--- src/rtl/npu_pkg.sv ---
// Shared NPU datapath constants and the tap-sequencer state type.
`timescale 1ns/1ps
package npu_pkg;

  localparam int NPU_DW        = 8;
  localparam int NPU_TAPS      = 9;
  localparam int NPU_TREE_PIPE = 3;
  localparam int NPU_ACC_W     = 20;

  typedef enum logic [1:0] {
    IDLE  = 2'd0,
    ISSUE = 2'd1,
    DRAIN = 2'd2,
    OUT   = 2'd3
  } npu_state_e;

endpackage

--- src/rtl/mac_vld_delay.sv ---
// PIPE-deep valid shift register with synchronous clear. sr[PIPE-1] is high
// exactly PIPE cycles after din was high, matching a fixed-latency datapath.
`timescale 1ns/1ps
module mac_vld_delay #(
  parameter int PIPE = 3
) (
  input  logic            clk,
  input  logic            clr,
  input  logic            din,
  output logic [PIPE-1:0] sr
);

  genvar gi;
  generate
    for (gi = 0; gi < PIPE; gi++) begin : g_stage
      logic stage_in;
      logic stage_reg;

      if (gi == 0) begin : g_first
        assign stage_in = din;
      end else begin : g_rest
        assign stage_in = sr[gi-1];
      end

      // advance the valid token one stage per clock; clear drops all tokens
      always_ff @(posedge clk) begin
        if (clr) stage_reg <= 1'b0;
        else     stage_reg <= stage_in;
      end

      assign sr[gi] = stage_reg;
    end
  endgenerate

endmodule

--- src/rtl/mac_tap_sequencer.sv ---
// Sequences one convolution window through the pipelined multiplier /
// adder-tree: issues operand pairs, counts returning products, accumulates
// them and presents the sum on a valid/ready result port.
`timescale 1ns/1ps
module mac_tap_sequencer
  import npu_pkg::*;
#(
  parameter int DW    = NPU_DW,
  parameter int TAPS  = NPU_TAPS,
  parameter int PIPE  = NPU_TREE_PIPE,
  parameter int ACC_W = NPU_ACC_W
) (
  input  logic                   clk,
  input  logic                   reset,
  input  logic                   start,
  input  logic [4:0]             cfg_taps,
  output logic                   cfg_err,
  output logic                   busy,
  input  logic                   op_valid,
  output logic                   op_ready,
  input  logic signed [DW-1:0]   op_a,
  input  logic signed [DW-1:0]   op_b,
  output logic                   tree_vld,
  output logic signed [DW-1:0]   tree_a,
  output logic signed [DW-1:0]   tree_b,
  input  logic signed [2*DW-1:0] tree_p,
  output logic                   res_valid,
  input  logic                   res_ready,
  output logic [ACC_W-1:0]       res_data
);

  npu_state_e       state_reg, state_next;
  logic [4:0]       n_reg, n_next;
  logic [4:0]       issue_cnt_reg, issue_cnt_next;
  logic [4:0]       ret_cnt_reg, ret_cnt_next;
  logic [ACC_W-1:0] acc_reg, acc_next;
  logic             cfg_err_reg, cfg_err_next;
  logic [PIPE-1:0]  vld_sr;
  logic             ret_hit;
  logic             cfg_ok;
  logic [ACC_W-1:0] p_ext;

  // tree_p is signed, so the width cast sign-extends into the accumulator
  assign p_ext   = ACC_W'(tree_p);
  assign cfg_ok  = (cfg_taps != 5'd0) && (int'(cfg_taps) <= TAPS);
  // products only count while a window is live; stragglers in IDLE/OUT are dropped
  assign ret_hit = vld_sr[PIPE-1] && ((state_reg == ISSUE) || (state_reg == DRAIN));

  assign busy      = (state_reg != IDLE);
  assign op_ready  = (state_reg == ISSUE);
  assign tree_vld  = op_valid & op_ready;
  assign tree_a    = op_a;
  assign tree_b    = op_b;
  assign res_valid = (state_reg == OUT);
  assign res_data  = acc_reg;
  assign cfg_err   = cfg_err_reg;

  mac_vld_delay #(
    .PIPE (PIPE)
  ) u_vld_delay (
    .clk (clk),
    .clr (reset),
    .din (tree_vld),
    .sr  (vld_sr)
  );

  // next-state, counter and accumulator logic
  always_comb begin
    state_next     = state_reg;
    n_next         = n_reg;
    issue_cnt_next = issue_cnt_reg;
    ret_cnt_next   = ret_cnt_reg;
    acc_next       = acc_reg;
    cfg_err_next   = 1'b0;

    if (ret_hit) begin
      acc_next     = acc_reg + p_ext;
      ret_cnt_next = ret_cnt_reg + 5'd1;
    end

    case (state_reg)
      IDLE: begin
        if (start) begin
          if (cfg_ok) begin
            n_next         = cfg_taps;
            acc_next       = '0;
            issue_cnt_next = '0;
            ret_cnt_next   = '0;
            state_next     = ISSUE;
          end else begin
            cfg_err_next = 1'b1;
          end
        end
      end
      ISSUE: begin
        if (tree_vld) begin
          issue_cnt_next = issue_cnt_reg + 5'd1;
          if (issue_cnt_reg == n_reg - 5'd1) state_next = DRAIN;
        end
      end
      DRAIN: begin
        // the final return and the move to OUT share one edge
        if (ret_cnt_next == n_reg) state_next = OUT;
      end
      OUT: begin
        if (res_ready) state_next = IDLE;
      end
      default: state_next = IDLE;
    endcase
  end

  // state and datapath registers
  always_ff @(posedge clk) begin
    if (reset) begin
      state_reg     <= IDLE;
      n_reg         <= '0;
      issue_cnt_reg <= '0;
      ret_cnt_reg   <= '0;
      acc_reg       <= '0;
      cfg_err_reg   <= 1'b0;
    end else begin
      state_reg     <= state_next;
      n_reg         <= n_next;
      issue_cnt_reg <= issue_cnt_next;
      ret_cnt_reg   <= ret_cnt_next;
      acc_reg       <= acc_next;
      cfg_err_reg   <= cfg_err_next;
    end
  end

endmodule

--- config.mk ---
export PLATFORM = sky130hd
export DESIGN_NAME = mac_tap_sequencer
export DESIGN_NICKNAME = d
export VERILOG_FILES = /design/src/rtl/npu_pkg.sv /design/src/rtl/mac_vld_delay.sv /design/src/rtl/mac_tap_sequencer.sv
export SDC_FILE = /design/constraint.sdc
export NUM_CORES = 1
export LEC_CHECK = 0
export ABC_AREA = 0
export BUFFER_PORTS_ARGS = -buffer_cell sky130_fd_sc_hd__buf_4
export CAP_MARGIN = 30
export CORE_ASPECT_RATIO = 0.9
export CORE_MARGIN = 1
export CORE_UTILIZATION = 48
export DETAILED_ROUTE_END_ITERATION = 12
export PLACE_DENSITY_LB_ADDON = 0.25
export SYNTH_ARGS = -nofsm -noshare
export SYNTH_HDL_FRONTEND = slang
export SYNTH_HIERARCHICAL = 1
export SYNTH_SLANG_ARGS = --single-unit
--- constraint.sdc ---
create_clock -name clk -period 2.34 [get_ports clk]
set_clock_uncertainty 0.15 [all_clocks]
set_input_delay 0.117 -clock clk [delete_from_list [all_inputs] [get_ports clk]]
set_output_delay 0.117 -clock clk [all_outputs]
set_load 0.01 [all_outputs]
==> impl_metrics.env, run 1 <==
export IMPL_violations="negative hold slack, negative setup slack"
export IMPL_fillCellCount=456
export IMPL_fin_nets=503
export IMPL_maxSlewHeadroom=0.708
export IMPL_clk_path_buf_depth=2
export IMPL_reg2regPathDepth=10
export IMPL_p_leak_nw=1.71
export IMPL_total_power_mw=2.02
export IMPL_gp_congestion=0.876
export IMPL_outcome="finished with violations"
export IMPL_synthToLayoutAreaGrowth_pct=30.8
export IMPL_r2r_slack_ps=-130
export IMPL_worst_pin_slew_ps=437
export IMPL_worst_path_buf_inv=1
export IMPL_cts_tree="built"
export IMPL_min_to="state_reg[0]"
export IMPL_viasPerCell=5.65
export IMPL_reg2reg_to="res_data[16]"
export IMPL_crit_type="reg -> reg"
export IMPL_core_um2=5820
export IMPL_cts_made_buffers=5
export IMPL_fmax_mhz=405
export IMPL_crit_path_start_kind="flip-flop"
export IMPL_yosysWarningCount=6
export IMPL_post_route_drc_count=0
export IMPL_crit_arrival_ps=2570
export IMPL_cp_slowest_stage_delay_ps=410
export IMPL_power_density_nw_per_um2=518
export IMPL_maxSlewViolCount=0
export IMPL_clkLatencyLatePin_ps=310
export IMPL_max_vdd_ir_drop_mv=0.458
export IMPL_timing_rr_start="res_data[0]"
export IMPL_hold_depth=3
export IMPL_finalHoldViolCount=1
export IMPL_worstHoldPathType="in -> reg"
export IMPL_fp_row_count=26
export IMPL_crit_chain="ha_4, inv_2, fa_2, and2b_1, o2111ai_2, nand2_2, a31oi_4, o41a_1, or4_1, nand3_1"
export IMPL_worstPathMaxFanout=4
export IMPL_rsz0062_at_grt="true"
export IMPL_finalSetupTns_ps=-204
export IMPL_preCtsSetupSlack_ps=-114
export IMPL_period_share=1.05
export IMPL_drt_iter0_markers=121
export IMPL_routedWlPerCell_um=15.0
export IMPL_die_x_um=85.1
export IMPL_portBuffers=50
export IMPL_htree_num_levels=2
export IMPL_via_count=2850
export IMPL_crit_path_end_kind="flip-flop"
export IMPL_grt_pass1_vias=2731
export IMPL_utilization=0.671
export IMPL_die_y_um=76.8
export IMPL_path_clk_slew_ps=90
export IMPL_grt_remaining_overflow=0
export IMPL_cp_required_ps=2450
export IMPL_ant_nets=0
export IMPL_crit_family="simple AND/OR/NAND/NOR gates"
export IMPL_clock_root_buffer="clkbuf_8"
export IMPL_io_pins=83
export IMPL_finalHoldWorstSlack_ps=-0.367
export IMPL_maxCapViolCount=0
export IMPL_antenna_cells=0
export IMPL_fin_crit_ps=2470
export IMPL_setup_viol=4
export IMPL_grt_start_max_net_pins=21
export IMPL_synthCells=361
export IMPL_hold_path_startpoint="res_ready"
export IMPL_first_pass_iters=4
export IMPL_start_util=0.513
export IMPL_stdcell_count=504
export IMPL_wirelength_um=7580
export IMPL_place_area_um2=3570
export IMPL_synth_area_um2=2990
export IMPL_cts_num_sinks=41
export IMPL_grtUsageTotal=0.238
export IMPL_avgSynthCellArea_um2=8.27
export IMPL_layout_drive_gt1_share=0.295
export IMPL_design_area_um2=3910
export IMPL_die_area_um2=6540
export IMPL_largest_register_ffs=20
export IMPL_dp_hpwl_um=5500
export IMPL_crit_path_top_delay_cell="or4_1"
export IMPL_worst_slack_ps=-128
export IMPL_antenna_found_initial=0
export IMPL_grt_pass1_wl_um=12500
export IMPL_syn_nets=431
export IMPL_dp_cells=486
[how the worst max path moves through the flow]
stage / from / to / slack [ps] / depth (start not counted)
floorplan: res_data[0] / res_data[16] / -90 / 10
global placement: res_data[0] / res_data[16] / -70 / 10
detailed placement: res_data[0] / res_data[16] / -110 / 10
CTS: res_data[0] / res_data[16] / -130 / 10
global route: res_data[0] / res_data[16] / -200 / 10
finish: res_data[0] / res_data[16] / -130 / 10
[report_power, final]
part,internal [mW],switching [mW],total (mW)
logic,0.379,0.416,0.794
clock network,0.207,0.266,0.473
registers,0.731,0.0244,0.755
total,1.32,0.706,2.02
[layout make-up]
class                   count  area (um2)  area share
clock inverters             2        10.0     0.00256
repair buffers             92         721       0.184
flip-flops and latches     41         827       0.212
multi-input cells         278        2130       0.546
inverters                  15        56.3      0.0144
well taps                  70        87.6      0.0224
clock buffers               6        72.6      0.0186
[cells in the final DEF, fill, tap and decap left out, types with 3 or more instances in the layout]
cell type and n:
buf_4 82, dfxtp_1 38, nand2_1 32, a21oi_1 29
nor2_1 28, ha_1 22, nand3_1 15, xnor2_1 14
inv_1 13, xor2_1 11, a21o_1 11, o21ai_0 9
nor3_1 8, dlygate4sd3_1 8, nand4_1 7, mux2i_1 7
nor2b_1 6, clkbuf_8 5, o21a_1 4, o211ai_1 4
ha_4 4, a211oi_1 3, nand2_2 3, o21ai_1 3
nand2b_1 3
[routing by layer]
layer,GRT usage,vias to the layer above,share of wire
met5,0,-,0
met3,0.0388,16,0.053
met4,0.0932,0,0.016
li1,-,1424,-
met2,0.385,79,0.46
met1,0.317,1331,0.47
[tightest hold or removal path, cell delays in order]
cell and delay [ps]:
buf_4 90, o211a_1 140, a221oi_2 60
[timing repair]
action                     CTS  global route
pin swaps                    1            12
gates resized for setup      4            26
setup endpoints to repair    5            14
hold buffers                10             0
setup buffers                0             3
hold endpoints to repair    12             0
(Power assumes the default switching activity.)
==> run 2: changes to the inputs <==
Settings changed: CORE_UTILIZATION 48 to 49, CTS_BUF_LIST set to sky130_fd_sc_hd__clkbuf_2.
==> run 2 against run 1 <==
Net effect:
- the flow finishes with violations (design-rule violations, negative setup slack)
- setup slack got worse by 42 ps
- cell area rose by 4.1%
- final cell count rose by 4.0%
- largest cell class unchanged
- maximum frequency fell by 1.7%
==> impl_metrics.env, run 2 (same netlist as run 1, synthesis figures left out) <==
export IMPL_outcome="finished with violations"
export IMPL_violations="design-rule violations, negative setup slack"
export IMPL_die_y_um=76.1
export IMPL_largest_register_ffs=20
export IMPL_maxCapViolCount=0
export IMPL_portBuffers=50
export IMPL_max_vdd_ir_drop_mv=0.570
export IMPL_fp_row_count=26
export IMPL_grtUsageTotal=0.256
export IMPL_crit_path_end_kind="flip-flop"
export IMPL_p_leak_nw=1.79
export IMPL_die_area_um2=6410
export IMPL_final_common_cell="buf_4"
export IMPL_grt_start_max_net_pins=22
export IMPL_hold_path_startpoint="tree_p[8]"
export IMPL_synthToLayoutAreaGrowth_pct=36.3
export IMPL_maxSlewViolCount=0
export IMPL_cp_required_ps=2550
export IMPL_period_share=1.07
export IMPL_clock_root_buffer="clkbuf_2"
export IMPL_worstPathMaxFanout=2
export IMPL_gp_congestion=0.903
export IMPL_worst_pin_slew_ps=452
export IMPL_fillCellCount=459
export IMPL_rsz0062_at_grt="true"
export IMPL_worstHoldPathType="in -> reg"
export IMPL_worst_slack_ps=-170
export IMPL_reg2regPathDepth=10
export IMPL_die_x_um=84.3
export IMPL_grt_remaining_overflow=0
export IMPL_io_pins=83
export IMPL_path_clk_slew_ps=230
export IMPL_ant_nets=0
export IMPL_htree_num_levels=2
export IMPL_cts_num_sinks=41
export IMPL_design_area_um2=4070
export IMPL_dp_hpwl_um=5810
export IMPL_routedWlPerCell_um=15.4
export IMPL_fin_nets=523
export IMPL_setup_viol=6
export IMPL_power_density_nw_per_um2=495
export IMPL_finalHoldWorstSlack_ps=52.5
export IMPL_finalHoldViolCount=0
export IMPL_cts_made_buffers=5
export IMPL_antenna_found_initial=0
export IMPL_start_util=0.516
export IMPL_layout_drive_gt1_share=0.333
export IMPL_grt_pass1_wl_um=13300
export IMPL_fmax_mhz=398
export IMPL_hold_depth=4
export IMPL_fin_crit_ps=2510
export IMPL_viasPerCell=5.56
export IMPL_cts_tree="built"
export IMPL_post_route_drc_count=16
export IMPL_maxSlewHeadroom=0.698
export IMPL_grt_pass1_vias=2947
export IMPL_crit_type="reg -> reg"
export IMPL_stdcell_count=524
export IMPL_place_area_um2=3630
export IMPL_drt_iter0_markers=177
export IMPL_via_count=2912
export IMPL_wirelength_um=8070
export IMPL_clkLatencyLatePin_ps=400
export IMPL_crit_arrival_ps=2720
export IMPL_crit_path_start_kind="flip-flop"
export IMPL_finalSetupTns_ps=-452
export IMPL_core_um2=5790
export IMPL_layout_common_cells="buf_4 (94), dfxtp_1 (35), nand2_1 (33)"
export IMPL_first_pass_iters=8
export IMPL_timing_rr_start="res_data[0]"
export IMPL_cp_startpoint="res_data[0]"
export IMPL_clk_path_buf_depth=2
export IMPL_dp_cells=493
export IMPL_antenna_cells=0
==> run 2: changes by cell type in the layout (fill, tap and decap cells not counted), sizes merged <==
| cell | delta |
|---|---|
| buf | +15 |
| dlygate4sd3 | +7 |
| dlymetal6s4s | -2 |
| bufinv | +1 |
| clkinv | -1 |
==> run 2: final timing paths <==
check                                     end  slack [ps]
max                              res_data[16]        -170
max reg2reg                      res_data[16]        -170
min reg2reg  u_vld_delay/g_stage[2].stage_reg         310
min                               res_data[8]          50
==> run 2: metrics by stage <==
stage | utilization | total power, mW | setup slack, ps
finish | 0.702 | 2.01 | -170
global route | 0.702 | 2.13 | -268
CTS | 0.676 | 1.95 | -150
detailed placement | 0.626 | 1.45 | -111
global placement | 0.626 | 1.44 | -53.7
floorplan | - | 1.20 | -87.4
==> run 2: worst max-delay path: stages, from the launching register on <==
cell and delay (ps):
dfxtp_4 410, ha_4 120, inv_2 30, fa_2 320, and2b_1 240, o2111ai_2 140
nand2_2 120, a31oi_4 110, o41a_1 340, or4_1 400, nand3_1 80
==> run 2: metal layers <==
layer | track usage | wire [um] | share of wire
met1 | 0.329 | 3650 | 0.45
met2 | 0.447 | 3920 | 0.49
met3 | 0.0390 | 408 | 0.051
met4 | 0.0690 | 87 | 0.011
met5 | 0 | 0 | 0
==> run 2: final cells by class <==
cell class / instances / area [um2] / area share
timing repair buffer: 112 / 890 / 0.219
multi-input combinational: 278 / 2140 / 0.526
clock buffer: 6 / 30.0 / 0.00738
sequential: 41 / 831 / 0.204
inverter: 15 / 56.3 / 0.0138
clock inverter: 2 / 35.0 / 0.00861
tap: 70 / 87.6 / 0.0215
==> run 2: where the power goes <==
group	total [mW]	internal, mW	leakage, nW	switching [mW]
clock network	0.435	0.184	0.0430	0.252
registers	0.760	0.735	0.334	0.0258
logic	0.816	0.389	1.41	0.426
total	2.01	1.31	1.79	0.704
==> run 2: repair_timing <==
item	CTS	global route
endpoints found under the hold margin	17	0
setup endpoints to repair	8	16
hold buffers	15	0
pin swaps	6	12
gates resized for setup	11	28
setup buffers	4	4
